`src/rtl/check_restore_if.sv`:
```
// check_restore_if: port bundle of the serial min-sum check-node output stage.
//
// Handshake rule for both streams: a beat transfers on the rising clk edge
// where valid and ready are both high. A producer holding valid keeps its
// payload stable until that edge; ready may be driven from state only, never
// from the same stream's valid.
//
// master: the upstream/downstream side (subtract stage + write-back).
// slave : the check_restore block itself.
// dbg_state exposes the FSM state of the block for checkers.
interface check_restore_if #(
    parameter int W    = 8,
    parameter int IDXW = 3
);
    logic            in_valid;
    logic            in_ready;
    logic            sign_in;
    logic [W-1:0]    mag_in;
    logic            out_valid;
    logic            out_ready;
    logic [W-1:0]    r_out;
    logic [W-1:0]    q_out;
    logic [IDXW-1:0] edge_idx;
    logic [1:0]      dbg_state;

    modport master (
        output in_valid, sign_in, mag_in, out_ready,
        input  in_ready, out_valid, r_out, q_out, edge_idx, dbg_state
    );

    modport slave (
        input  in_valid, sign_in, mag_in, out_ready,
        output in_ready, out_valid, r_out, q_out, edge_idx, dbg_state
    );
endinterface

```
`src/rtl/check_restore.sv`:
```
// check_restore: serial check-node output stage of a min-sum LDPC decoder.
//
// Collects DEG sign-magnitude q_temp beats of one check row, tracking min1,
// min2, the min1 edge index and the sign product. It then emits, one edge per
// handshake, the new check-to-variable message r (two's complement) and the
// restored posterior q = q_temp + r, saturated to a symmetric range.
//
// Build option: define OFFSET_MS_EN for offset min-sum (|r| reduced by
// OFFSET, floored at zero). Without it the block is plain min-sum and the
// OFFSET parameter has no effect.
module check_restore #(
    parameter int W      = 8,
    parameter int DEG    = 6,
    parameter int IDXW   = 3,
    parameter int OFFSET = 1
) (
    input  logic           clk,
    input  logic           rst_n,
    check_restore_if.slave bus
);

    typedef enum logic [1:0] {
        COLLECT = 2'd0,
        LOAD    = 2'd1,
        EMIT    = 2'd2
    } state_t;

    localparam logic [IDXW-1:0] LAST    = IDXW'(DEG - 1);
    // Largest representable positive message, 2^(W-1)-1.
    localparam logic [W-1:0]    MAG_MAX = {1'b0, {(W-1){1'b1}}};
    // Symmetric saturation bounds at the W+2 bit sum width.
    localparam logic [W+1:0]    SUM_MAX = {3'b000, {(W-1){1'b1}}};
    localparam logic [W+1:0]    SUM_MIN = (W+2)'(0) - SUM_MAX;

`ifdef OFFSET_MS_EN
    localparam logic [W-1:0]    OFF_W   = W'(OFFSET);
`else
    localparam int              unused_offset = OFFSET;
`endif

    state_t          state;
    state_t          state_nx;

    logic [IDXW-1:0] cnt;
    logic [IDXW-1:0] idx;
    logic [W-1:0]    min1;
    logic [W-1:0]    min2;
    logic            sprod;

    logic            buf_sign [DEG];
    logic [W-1:0]    buf_mag  [DEG];

    logic            out_valid_q;
    logic [W-1:0]    r_q;
    logic [W-1:0]    q_q;
    logic [IDXW-1:0] edge_q;

    logic            cnt_last;
    logic            in_fire;
    logic            out_fire;

    logic [IDXW-1:0] sel_idx;
    logic            sel_sign;
    logic [W-1:0]    sel_mag;
    logic [W-1:0]    m_sel;
    logic [W-1:0]    m_clamp;
    logic [W-1:0]    m_eff;
    logic [W-1:0]    r_calc;
    logic [W:0]      q_tmp;
    logic [W+1:0]    q_sum;
    logic [W-1:0]    q_calc;

    assign cnt_last = (cnt == LAST);
    assign in_fire  = (state == COLLECT) && bus.in_valid;
    assign out_fire = (state == EMIT) && out_valid_q && bus.out_ready;

    assign bus.in_ready  = (state == COLLECT);
    assign bus.out_valid = out_valid_q;
    assign bus.r_out     = r_q;
    assign bus.q_out     = q_q;
    assign bus.edge_idx  = edge_q;
    assign bus.dbg_state = state;

    // State register.
    always_ff @(posedge clk) begin
        if (!rst_n) begin
            state <= COLLECT;
        end else begin
            state <= state_nx;
        end
    end

    // Next-state logic: one row in, LOAD the first edge, stream DEG edges out.
    always_comb begin
        state_nx = state;
        case (state)
            COLLECT: if (in_fire && cnt_last)  state_nx = LOAD;
            LOAD:                              state_nx = EMIT;
            EMIT:    if (out_fire && cnt_last) state_nx = COLLECT;
            default:                           state_nx = COLLECT;
        endcase
    end

    // Row buffer: contents are don't-care until written, so no reset.
    always_ff @(posedge clk) begin
        if (in_fire) begin
            buf_sign[cnt] <= bus.sign_in;
            buf_mag[cnt]  <= bus.mag_in;
        end
    end

    // Edge selection and per-edge r / q arithmetic. In EMIT the next edge is
    // prepared so an accepted output is replaced in the same cycle.
    always_comb begin
        sel_idx  = ((state == EMIT) && !cnt_last) ? cnt + IDXW'(1) : cnt;
        sel_sign = buf_sign[sel_idx];
        sel_mag  = buf_mag[sel_idx];

        m_sel   = (sel_idx == idx) ? min2 : min1;
        m_clamp = (m_sel > MAG_MAX) ? MAG_MAX : m_sel;
`ifdef OFFSET_MS_EN
        m_eff   = (m_clamp > OFF_W) ? m_clamp - OFF_W : '0;
`else
        m_eff   = m_clamp;
`endif
        // Negating zero yields zero, so m=0 gives r=0 for either sign.
        r_calc = (sprod ^ sel_sign) ? W'(0) - m_eff : m_eff;

        q_tmp  = sel_sign ? (W+1)'(0) - {1'b0, sel_mag} : {1'b0, sel_mag};
        q_sum  = {q_tmp[W], q_tmp} + {{2{r_calc[W-1]}}, r_calc};

        if ($signed(q_sum) > $signed(SUM_MAX)) begin
            q_calc = MAG_MAX;
        end else if ($signed(q_sum) < $signed(SUM_MIN)) begin
            q_calc = W'(0) - MAG_MAX;
        end else begin
            q_calc = q_sum[W-1:0];
        end
    end

    // Row statistics, edge counter and registered outputs.
    always_ff @(posedge clk) begin
        if (!rst_n) begin
            cnt         <= '0;
            idx         <= '0;
            min1        <= '1;
            min2        <= '1;
            sprod       <= 1'b0;
            out_valid_q <= 1'b0;
            r_q         <= '0;
            q_q         <= '0;
            edge_q      <= '0;
        end else begin
            case (state)
                COLLECT: begin
                    if (bus.in_valid) begin
                        sprod <= sprod ^ bus.sign_in;
                        // Strict compares: a tie with min1 lands in min2.
                        if (bus.mag_in < min1) begin
                            min2 <= min1;
                            min1 <= bus.mag_in;
                            idx  <= cnt;
                        end else if (bus.mag_in < min2) begin
                            min2 <= bus.mag_in;
                        end
                        cnt <= cnt_last ? '0 : cnt + IDXW'(1);
                    end
                end
                LOAD: begin
                    out_valid_q <= 1'b1;
                    r_q         <= r_calc;
                    q_q         <= q_calc;
                    edge_q      <= sel_idx;
                end
                EMIT: begin
                    if (out_fire) begin
                        if (cnt_last) begin
                            out_valid_q <= 1'b0;
                            min1        <= '1;
                            min2        <= '1;
                            sprod       <= 1'b0;
                            cnt         <= '0;
                        end else begin
                            cnt    <= cnt + IDXW'(1);
                            r_q    <= r_calc;
                            q_q    <= q_calc;
                            edge_q <= sel_idx;
                        end
                    end
                end
                default: ;
            endcase
        end
    end

endmodule

```
`src/flat_wrapper.sv`:
```
// flat-port wrapper written by rule: the top's interface ports become plain ports
module check_restore_flat 
#(
    parameter int W      = 8,
    parameter int DEG    = 6,
    parameter int IDXW   = 3,
    parameter int OFFSET = 1
)
  (clk, rst_n, bus_in_valid, bus_sign_in, bus_mag_in, bus_out_ready, bus_in_ready, bus_out_valid, bus_r_out, bus_q_out, bus_edge_idx, bus_dbg_state);
  check_restore_if #(.W(W), .IDXW(IDXW)) bus_i ();
  input  logic clk;
  input  logic rst_n;
  input wire logic [$bits(bus_i.in_valid)-1:0] bus_in_valid;
  input wire logic [$bits(bus_i.sign_in)-1:0] bus_sign_in;
  input wire logic [$bits(bus_i.mag_in)-1:0] bus_mag_in;
  input wire logic [$bits(bus_i.out_ready)-1:0] bus_out_ready;
  output wire logic [$bits(bus_i.in_ready)-1:0] bus_in_ready;
  output wire logic [$bits(bus_i.out_valid)-1:0] bus_out_valid;
  output wire logic [$bits(bus_i.r_out)-1:0] bus_r_out;
  output wire logic [$bits(bus_i.q_out)-1:0] bus_q_out;
  output wire logic [$bits(bus_i.edge_idx)-1:0] bus_edge_idx;
  output wire logic [$bits(bus_i.dbg_state)-1:0] bus_dbg_state;
  assign bus_i.in_valid = bus_in_valid;
  assign bus_i.sign_in = bus_sign_in;
  assign bus_i.mag_in = bus_mag_in;
  assign bus_i.out_ready = bus_out_ready;
  assign bus_in_ready = bus_i.in_ready;
  assign bus_out_valid = bus_i.out_valid;
  assign bus_r_out = bus_i.r_out;
  assign bus_q_out = bus_i.q_out;
  assign bus_edge_idx = bus_i.edge_idx;
  assign bus_dbg_state = bus_i.dbg_state;
  check_restore #(.W(W), .DEG(DEG), .IDXW(IDXW), .OFFSET(OFFSET)) u_core (.clk(clk), .rst_n(rst_n), .bus(bus_i));
endmodule
```
`config.mk`:
```
export PLATFORM = sky130hd
export DESIGN_NAME = check_restore_flat
export DESIGN_NICKNAME = d
export VERILOG_FILES = /design/src/rtl/check_restore_if.sv /design/src/rtl/check_restore.sv /design/src/flat_wrapper.sv
export SDC_FILE = /design/constraint.sdc
export NUM_CORES = 1
export LEC_CHECK = 0
export CAP_MARGIN = 0
export CORE_UTILIZATION = 43
export DETAILED_ROUTE_END_ITERATION = 7
export GPL_TIMING_DRIVEN = 0
export SLEW_MARGIN = 20
export SYNTH_ARGS = -nofsm -noshare
export SYNTH_HDL_FRONTEND = slang
export SYNTH_SLANG_ARGS = --single-unit
```
`constraint.sdc`:
```
create_clock -name clk -period 7.7 [get_ports clk]
set_input_delay 1.54 -clock clk [delete_from_list [all_inputs] [get_ports clk]]
set_output_delay 1.54 -clock clk [all_outputs]
set_load 0.01 [all_outputs]
```
## Word level (Yosys, flattened, before mapping)

Memory sizes are Yosys's and may differ from the RTL's.
Cells that the tools add are included.

| operators by class | value |
|---|---|
| add/sub/neg operators | 4 |
| $lt $le $gt $ge | 5 |
| equality and inequality tests | 12 |
| multiplexer cells | 39 |
| bitwise gates (word level) | 2 |
| reduce and logical (&&, ||, !) cells | 18 |

Operators with widths:

| kind | number |
|---|---|
| two-way mux 8 bit | 16 |
| one-hot mux 8 bit (2 select lines) | 4 |
| two-way mux 3 bit | 6 |
| < comparator 8 bit | 2 |
| one-hot mux 3 bit (2 select lines) | 2 |
| AND reduction 3 bit | 4 |
| adder 9 x 8 -> 10 bit | 1 |
| > comparator 10 x 8 -> 1 bit (second input constant) | 1 |
| < comparator 10 x 8 -> 1 bit (second input constant) | 1 |
| != test 2 x 1 -> 1 bit (second input constant) | 5 |
| AND reduction 5 bit | 2 |
| two-way mux 9 bit | 1 |
| subtractor 1 x 8 -> 9 bit (first input constant) | 1 |
| > comparator 8 x 7 -> 1 bit (second input constant) | 1 |
| subtractor 1 x 8 -> 8 bit (first input constant) | 1 |
| logical AND 1 bit | 6 |
| one-hot mux 2 bit (3 select lines) | 1 |
| two-way mux 1 bit | 5 |
| two-way mux 2 bit | 2 |
| != test 2 bit (second input constant) | 2 |
| one-hot mux 1 bit (2 select lines) | 2 |
| AND reduction 4 bit | 1 |
| nonzero test 2 bit | 2 |
| adder 3 x 1 -> 3 bit (second input constant) | 1 |
| 9 further kinds | 10 |

| storage, ports and cells | value |
|---|---|
| bits in registers | 45 |
| memory bits (writable) | 54 |
| output and inout port bits | 23 |
| memories kept | 2 |

Memories:

| memory | depth | width | rd ports | clocked after memory_dff | wr ports | line | source |
|---|---|---|---|---|---|---|---|
| u_core.buf_mag | 6 | 8 | 1 | 0 | 1 | check_restore.sv:51 | `logic [W-1:0] buf_mag [DEG];` |
| u_core.buf_sign | 6 | 1 | 1 | 0 | 1 | check_restore.sv:50 | `logic buf_sign [DEG];` |

## Longest topological paths before layout

Gate-level depths: netlist of the first run.

| logic depth | value |
|---|---|
| depth after elaboration | 17 |
| mapped depth | 29 |
| mapped depth without buffers | 25 |

## Worst setup path after synthesis of the first run

OpenSTA, ideal clock, no wires.

| path | value |
|---|---|
| path type | flip-flop to flip-flop |
| from | register u_core.cnt[1] |
| to | register u_core.q_q[4], in the netlist u_core.bus.q_out[4] |
| arrival time | 5.642 ns |
| setup slack | 1.954 ns |
| cell stages (with the launch flop) | 29 |
| path buffers | 3 |
| period minus slack after synthesis | 5.746 ns |
| cells stage by stage | dfxtp_1 -> buf_2 -> inv_1 -> ha_1 -> a21boi_2 -> mux2i_1 -> xnor2_1 -> nor3_1 -> clkbuf_1 -> clkbuf_1 -> nor3_1 -> a21oi_1 -> inv_1 -> ha_1 -> o211ai_1 -> o21bai_1 -> xnor2_1 -> ha_1 -> nand2_1 -> nand2_1 -> a21oi_1 -> o21bai_1 -> and3_1 -> o31ai_1 -> nand4_1 -> nor4_2 -> o21a_1 -> nor3_1 -> a2111oi_2 |

| on the way | value |
|---|---|
| longest elaborated chain between the ends | 17 |
| elaborated cells between the ends (all ways) | 26 |

RTL lines:

| what | line | source |
|---|---|---|
| start, declared | check_restore.sv:44 | `logic [IDXW-1:0] cnt;` |
| start signal, assigned | check_restore.sv:166 | `cnt <= cnt_last ? '0 : cnt + IDXW'(1);` |
| start signal, assigned | check_restore.sv:184 | `cnt <= cnt + IDXW'(1);` |
| parallel branches: the longest is 3 deep, another holds adder 3 x 1 -> 3 bit | n/a |  |
| two-way mux 3 bit (*) | check_restore.sv:115 | `sel_idx = ((state == EMIT) && !cnt_last) ? cnt + IDXW'(1) : cnt;` |
| == test 3 bit (*) | check_restore.sv:119 | `m_sel = (sel_idx == idx) ? min2 : min1;` |
| two-way mux 8 bit (*) | check_restore.sv:119 |  |
| > comparator 8 x 7 -> 1 bit | check_restore.sv:120 | `m_clamp = (m_sel > MAG_MAX) ? MAG_MAX : m_sel;` |
| two-way mux 8 bit (*) | check_restore.sv:120 |  |
| net u_core.m_clamp[0] | check_restore.sv:66 | `logic [W-1:0] m_clamp;` |
| subtractor 1 x 8 -> 8 bit (*) | check_restore.sv:127 | `r_calc = (sprod ^ sel_sign) ? W'(0) - m_eff : m_eff;` |
| two-way mux 8 bit (*) | check_restore.sv:127 |  |
| net u_core.r_calc[4] | check_restore.sv:68 | `logic [W-1:0] r_calc;` |
| adder 9 x 8 -> 10 bit (*) | check_restore.sv:130 | `q_sum = {q_tmp[W], q_tmp} + {{2{r_calc[W-1]}}, r_calc};` |
| < comparator 10 x 8 -> 1 bit | check_restore.sv:134 | `end else if ($signed(q_sum) < $signed(SUM_MIN)) begin` |
| two-way mux 8 bit | check_restore.sv:134 |  |
| two-way mux 8 bit (*) | check_restore.sv:132 | `if ($signed(q_sum) > $signed(SUM_MAX)) begin` |
| two-way mux 8 bit | check_restore.sv:177 | `if (cnt_last) begin` |
| two-way mux 8 bit | check_restore.sv:176 | `if (out_fire) begin` |
| one-hot mux 8 bit (2 select lines) (*) | check_restore.sv:154 | `case (state)` |
| end signal, assigned | check_restore.sv:172 | `q_q <= q_calc;` |
| end signal, assigned | check_restore.sv:186 | `q_q <= q_calc;` |
| end, declared | check_restore.sv:55 | `logic [W-1:0] q_q;` |

Mark *: on every way through the listed nets, which the timed path passes. The select of a mux whose other input is x is not followed.
A chain may end at the register's enable or synchronous reset.

## Worst setup path in the final report of the first run

Same ends and word-level chain as after synthesis.

==> flow_summary_export.csv, run 1 <==
group,metric,value,unit
sta,max_slew_margin,0.286,
detailed_routing,drtIter0Drc,279,
synth,syn-num-nets,627,
detailed_routing,dr_wl_met3,671,um
synth,syn_area_per_cell,9.84,sq um
critical_path,r2r_slack,0.75,ns
floorplan,die_w,118,um
floorplan,die_y,118,um
synth,yosys_register_bits,99,
sta,fin_skew,0.00896,ns
synth,ys.flop_type,"edfxtp_1",
sta,hold_viol,0,
clock_tree,clk_latency,0.35,ns
synth,mappedNetlistArea,5740,sq um
placed_design,portBuffers,35,
detailed_routing,wl_met1,6800,um
sta,tightest_slew,1.07,ns
detailed_routing,viasPerCell,5.73,
floorplan,ios,36,
synth,synth_edf_count,54,
final_layout,num_antenna_cells,0,
final_layout,drive_gt1_frac,0.0798,
synth,synth-seq-area-share,0.440,
job,cap_violations,0,
sta,rsz0062_at_grt,"no",
critical_path,crit_top_cell,"ha_1",
detailed_routing,top_layer_used,"met4",
global_routing,grt_use_total,0.216,
detailed_routing,vias,4651,
critical_path,slowest_delay,0.45,ns
critical_path,path_class,"flop to flop",
sta,fin_crit,6.95,ns
power_and_ir_drop,p_leak,2.62,nW
sta,fmax,144,MHz
clock_tree,cts_max_path_buffers,2,
floorplan,core.rowCount,41,
detailed_routing,route.met2.wl,6520,um
final_layout,nNetsFinal,678,
detailed_routing,drtAntennaViolNets,0,
placed_design,place.gp.congestion,0.889,
critical_path,cp-startpoint,"u_core.cnt[1]",
critical_path,regToRegStartpoint,"u_core.cnt[1]",
power_and_ir_drop,p_per_area,246,nW/um^2
global_routing,grt_max_degree,18,
floorplan,start_util,0.447,
global_routing,grt_overflow,0,
clock_tree,cts_setup_buffers,0,
clock_tree,cts-root-buf,"clkbuf_16",
synth,yosys_warnings,0,
clock_tree,tritoncts.num_buffers,9,
critical_path,r2r_cells,28,
final_layout,syn_to_final_growth,16.2,%
run_status,status,"complete, no violations",
clock_tree,clkSlewWorstSetupHoldPaths,0.07,ns
sta,finalHoldWorstSlack,0.456,ns
global_routing,grt_pass1_vias,4539,
synth,netlist-cell-type-count,69,
sta,timing.final.ws_setup,0.748,ns
global_routing,antenna_found_initial,0,
detailed_routing,firstDrtPassIters,5,
sta,setup_violations,0,
floorplan,core,12800,sq um
clock_tree,htreeDepth,3,
synth,synthArstFlopShare,0,
synth,syn_inst,583,
critical_path,arrival,7.20,ns
critical_path,setup.worst_path.end,"u_core.bus.q_out[4]",
critical_path,slowest_stage,"nor3_2",
detailed_routing,drcViolationCount,0,
power_and_ir_drop,peakVddDrop,0.000115,V
placed_design,dp_hpwl,10800,um
critical_path,start_kind,"flop",
critical_path,cp-end-kind,"flop",
sta,drv_slew,0,
clock_tree,holdBufCountCts,0,
detailed_routing,wl_per_cell,17.6,um
clock_tree,cts_tree,"done",
clock_tree,clkSinkCount,99,
sta,finalSetupTns,0,ns
floorplan,die-area,13800,sq um
global_routing,grt_pass1_wl,23400,um
sta,min_period_over_period,0.903,
placed_design,pre_cts_ws,0.612,ns
worst_hold_path,hold_class,"flop to flop",
critical_path,worstPathMaxFanout,10,
detailed_routing,routed_wl,14200,um
critical_path,critPathRequiredTime,7.95,ns
critical_path,r2r_end,"u_core.bus.q_out[4]",
-- through the flow --
stage	instance area (sq um)	util	power, mW	cells
after floorplan	5740	-	1.04	583
after global placement	6300	0.492	1.18	790
after detailed placement	6360	0.496	1.19	795
after CTS	6660	0.519	1.65	811
after global routing	6670	0.520	1.74	811
final	6670	0.520	1.64	811
-- critical path: cells and delay by family (launching register included) --
| kind | cells | cell delay (ns) |
|---|---|---|
| AO/OA/AOI/OAI | 9 | 1.92 |
| AND/OR/NAND/NOR | 8 | 1.61 |
| buffers and inverters | 5 | 1.31 |
| adder cells (fa/ha/maj) | 3 | 0.86 |
| multiplexers | 1 | 0.44 |
| XOR/XNOR | 2 | 0.37 |
| flip-flops | 1 | 0.34 |
-- power by group --
group,total [mW],internal (mW),switching [mW]
Clock,0.452,0.255,0.198
Combinational,0.579,0.234,0.345
Sequential,0.606,0.586,0.0199
-- cells in the mapped netlist (all sizes together) (5+ instances only) --
master / instances / share of area
a211oi: 5 / 0.0065
a21o: 10 / 0.013
a21oi: 38 / 0.034
a22oi: 9 / 0.012
a311o: 8 / 0.014
a31oi: 7 / 0.0076
and2: 5 / 0.0055
buf: 7 / 0.0057
clkbuf: 21 / 0.014
dfxtp: 45 / 0.16
edfxtp: 54 / 0.28
ha: 30 / 0.065
inv: 33 / 0.022
mux2i: 36 / 0.063
nand2: 43 / 0.028
nand2b: 11 / 0.012
nand3: 7 / 0.0061
nor2: 47 / 0.031
nor2b: 9 / 0.0098
nor3: 26 / 0.023
nor4: 5 / 0.0065
o211ai: 6 / 0.0078
o21a: 6 / 0.0078
o21ai: 29 / 0.025
o21bai: 6 / 0.0078
o31ai: 6 / 0.0078
xnor2: 12 / 0.020
xor2: 8 / 0.012
-- registers in the layout, summed over array words and instances, names as in the netlist --
signal and flops:
u_core.buf_sign 6, u_core.sprod 1, u_core.cnt 3, u_core.idx 3, u_core.buf_mag 48, u_core.bus.q_out 8, u_core.bus.dbg_state 2, u_core.bus.r_out 8
u_core.min2 8, u_core.bus.edge_idx 3, u_core.min1 8, u_core.bus.out_valid 1
-- cells in the final DEF, fill, tap and decap left out, drive strengths merged, types with 3 or more instances in the layout --
| cell | netlist | final |
|---|---|---|
| buf | 7 | 12 |
| a21o | 10 | 10 |
| nor3b | 4 | 4 |
| mux2i | 36 | 36 |
| clkbuf | 21 | 32 |
| and2 | 5 | 5 |
| nand2b | 11 | 11 |
| ha | 30 | 30 |
| o21a | 6 | 6 |
| clkdlybuf4s50 | 0 | 35 |
| a21boi | 3 | 3 |
| a311o | 8 | 8 |
| nand2 | 43 | 43 |
| edfxtp | 54 | 54 |
| nor2 | 47 | 47 |
| o21ai | 29 | 29 |
| inv | 33 | 35 |
| o211ai | 6 | 6 |
| xnor2 | 12 | 12 |
| a22oi | 9 | 9 |
| nor2b | 9 | 9 |
| mux4 | 4 | 4 |
| a211oi | 5 | 5 |
| a21oi | 38 | 38 |
| o21bai | 6 | 6 |
| o31ai | 6 | 6 |
| nor4 | 5 | 5 |
| a31o | 3 | 3 |
| nor3 | 26 | 26 |
| dfxtp | 45 | 45 |
| nand3 | 7 | 7 |
| a31oi | 7 | 7 |
| nand4 | 4 | 4 |
| xor2 | 8 | 8 |
| o311ai | 3 | 3 |
-- metal layers --
layer | GRT usage | vias to the layer above
met3 | 0.0329 | 17
met4 | 0.0817 | 0
met1 | 0.291 | 2225
met5 | 0 | -
li1 | - | 2274
met2 | 0.351 | 135
-- worst min path at each step --
| stage | cells after the start | start | endpoint |
|---|---|---|---|
| floorplan | 1 | u_core.min2[4] | u_core.min2[4] |
| global placement | 2 | u_core.bus.q_out[6] | u_core.bus.q_out[6] |
| detailed placement | 2 | u_core.bus.r_out[6] | u_core.bus.r_out[6] |
| CTS | 2 | u_core.bus.r_out[6] | u_core.bus.r_out[6] |
| global route | 2 | u_core.bus.r_out[6] | u_core.bus.r_out[6] |
| finish | 2 | u_core.bus.r_out[6] | u_core.bus.r_out[6] |
-- area by class of cell --
| type | instances | area, sq um |
|---|---|---|
| fill | 1197 | 6160 |
| sequential | 99 | 2520 |
| clock inverter | 5 | 61.3 |
| tap | 172 | 215 |
| multi-input combinational | 423 | 3020 |
| inverter | 33 | 124 |
| buffer | 28 | 111 |
| clock buffer | 11 | 233 |
| timing repair buffer | 40 | 380 |
-- kinds of logic after synthesis --
| logic type | Yosys count | share of synthesized area |
|---|---|---|
| xor gates and xnor gates | 20 | 0.0318 |
| DFF | 99 | 0.440 |
| and+or+nand+nor | 174 | 0.148 |
| buffers and inverters | 61 | 0.0410 |
| adders and majority gates | 31 | 0.0689 |
| muxes | 41 | 0.0811 |
| AOI/OAI and AO/OA | 157 | 0.190 |
-- what timing repair did --
| item | in CTS | in global routing |
|---|---|---|
| setup endpoints to repair | 0 | 7 |
| endpoints found under the hold margin | 0 | 0 |
| resized for setup | 0 | 2 |
No activity file was read; power rests on OpenSTA's default activity.
==> inputs of run 2 (changes only) <==
--- a/config.mk
+++ b/config.mk
@@ -6,9 +6,10 @@
 export NUM_CORES = 1
 export LEC_CHECK = 0
 export CAP_MARGIN = 0
-export CORE_UTILIZATION = 43
+export CORE_UTILIZATION = 55
 export DETAILED_ROUTE_END_ITERATION = 7
 export GPL_TIMING_DRIVEN = 0
+export PLACE_DENSITY = 0.75
 export SLEW_MARGIN = 20
 export SYNTH_ARGS = -nofsm -noshare
 export SYNTH_HDL_FRONTEND = slang
==> run 2 against run 1 <==
  * Register-to-register slack got worse by 0.14 ns
  * Core utilization increased by 13 points
  * Worst setup slack got worse by 0.14 ns
  * Combinational power increased by 2%
  * Flip-flop and latch count unchanged
  * Routed wire length increased by 0.84%
  * Via count increased by 1.8%
  * Clock power decreased by 28%
  * Worst hold slack improved by 0.0036 ns
  * Final area decreased by 2.3%
  * Maximum frequency decreased by 2.0%
  * Critical path depth unchanged
==> flow_summary_export.csv, run 2 (synthesis results as in run 1) <==
group,metric,value,unit
placed_design,dp_hpwl,10700,um
floorplan,die-area,10800,sq um
detailed_routing,routed_wl,14400,um
sta,rsz0062_at_grt,"no",
power_and_ir_drop,peakVddDrop,0.000116,V
global_routing,antenna_found_initial,0,
worst_hold_path,hold_path_end,"u_core.bus.q_out[5]",
global_routing,grt_pass1_vias,4568,
sta,fin_crit,7.09,ns
critical_path,arrival,7.38,ns
sta,tightest_slew,1.00,ns
worst_hold_path,hold_class,"flop to flop",
final_layout,final_common_cell,"edfxtp_1",
floorplan,core.rowCount,36,
detailed_routing,drcViolationCount,0,
power_and_ir_drop,p_per_area,234,nW/um^2
detailed_routing,drtAntennaViolNets,0,
placed_design,dpl_cell_area,6320,sq um
sta,fmax,141,MHz
detailed_routing,viasPerCell,6.13,
sta,setup_violations,0,
final_layout,design_area,6510,sq um
power_and_ir_drop,p_leak,2.57,nW
critical_path,start_kind,"flop",
placed_design,portBuffers,35,
sta,finalHoldWorstSlack,0.460,ns
floorplan,ios,36,
floorplan,core,9950,sq um
floorplan,start_util,0.576,
clock_tree,cts_setup_buffers,0,
sta,hold_viol,0,
final_layout,largest_reg_flops,48,
final_layout,multiInputGateArea,3020,sq um
floorplan,die_y,104,um
clock_tree,clkSlewWorstSetupHoldPaths,0.10,ns
clock_tree,post_cts_resize_count,0,
critical_path,regToRegStartpoint,"u_core.cnt[1]",
placed_design,place.gp.congestion,0.902,
critical_path,r2r_slack,0.61,ns
detailed_routing,drtIter0Drc,249,
global_routing,grt_pass1_wl,23200,um
critical_path,critPathRequiredTime,7.98,ns
clock_tree,cts_tree,"done",
critical_path,cp-end-kind,"flop",
clock_tree,cts-root-buf,"clkbuf_8",
clock_tree,htreeDepth,3,
final_layout,top_register,"u_core.buf_mag",
floorplan,die_w,104,um
sta,finalSetupTns,0,ns
detailed_routing,firstDrtPassIters,4,
clock_tree,clkSinkCount,99,
worst_hold_path,min_from,"u_core.bus.q_out[5]",
critical_path,slowest_delay,0.50,ns
detailed_routing,vias,4734,
sta,fin_skew,0.0153,ns
global_routing,grt_overflow,0,
clock_tree,tritoncts.num_buffers,9,
placed_design,place_inst,756,
detailed_routing,wl_per_cell,18.6,um
final_layout,stdcell_count,772,
final_layout,drive_gt1_frac,0.0829,
global_routing,grt_use_total,0.273,
job,cap_violations,0,
sta,drv_slew,0,
clock_tree,holdBufCountCts,0,
power_and_ir_drop,totalPowerFinal,1.52,mW
critical_path,path_class,"flop to flop",
sta,min_period_over_period,0.921,
critical_path,worstPathMaxFanout,10,
clock_tree,clk_latency,0.39,ns
final_layout,syn_to_final_growth,13.5,%
critical_path,r2r_end,"u_core.bus.q_out[4]",
critical_path,slowest_stage,"nor4_2",
global_routing,grt_max_degree,19,
final_layout,ff_latch_area,2520,sq um
sta,max_slew_margin,0.330,
final_layout,fillers,781,
clock_tree,cts_max_path_buffers,2,
final_layout,mostFrequentLayoutCells,"edfxtp_1, nor2_1, dfxtp_1, nand2_1, a21oi_1",
final_layout,nNetsFinal,678,
critical_path,r2r_cells,28,
final_layout,num_antenna_cells,0,
run_status,status,"complete, no violations",
worst_hold_path,hold_depth,2,
## run 2: area by class of cell
| type | instances | area share |
|---|---|---|
| plain buffers | 28 | 0.0173 |
| inverters | 33 | 0.0190 |
| well taps | 133 | 0.0255 |
| flip-flops and latches | 99 | 0.387 |
| multi-input cells | 423 | 0.463 |
| clock inverters | 6 | 0.00922 |
| clock buffers | 10 | 0.0196 |
| repair buffers | 40 | 0.0588 |
## run 2: critical path: cells and delay by family (launching register included)
family / cells / cell delay [ns]
buf+inv: 5 / 1.21
xor+xnor: 2 / 0.33
compound gates: 10 / 2.22
simple gates: 7 / 1.61
mux: 1 / 0.47
flops: 1 / 0.35
fa+ha+maj: 3 / 0.79
## run 2: where the power goes
part	internal (mW)	switching [mW]
Combinational	0.235	0.354
Sequential	0.585	0.0205
Clock	0.124	0.202
Total	0.945	0.577
## run 2: worst max path at each step
stage                             start                   to  slack (ns)  depth (start not counted)
after global placement    u_core.cnt[1]  u_core.bus.q_out[4]        0.74                         28
after CTS                 u_core.cnt[1]  u_core.bus.q_out[4]        0.39                         28
after detailed placement  u_core.cnt[1]  u_core.bus.q_out[4]        0.50                         28
after global routing      u_core.cnt[1]  u_core.bus.q_out[4]        0.07                         28
after floorplan           u_core.cnt[1]  u_core.bus.q_out[4]        1.95                         28
final                     u_core.cnt[1]  u_core.bus.q_out[4]        0.61                         28
## run 2: layer usage
| metal | track usage | wire length (um) |
|---|---|---|
| met3 | 0.0451 | 673 |
| met5 | 0 | 0 |
| met4 | 0.0959 | 229 |
| met2 | 0.458 | 6880 |
| met1 | 0.358 | 6580 |
## run 2: metrics by stage
stage,util,setup WS (ns)
5_1_grt,0.654,0.0732
3_3_place_gp,0.628,0.740
3_5_place_dp,0.634,0.503
4_1_cts,0.653,0.388
2_1_floorplan,-,1.95
6_report,0.654,0.607
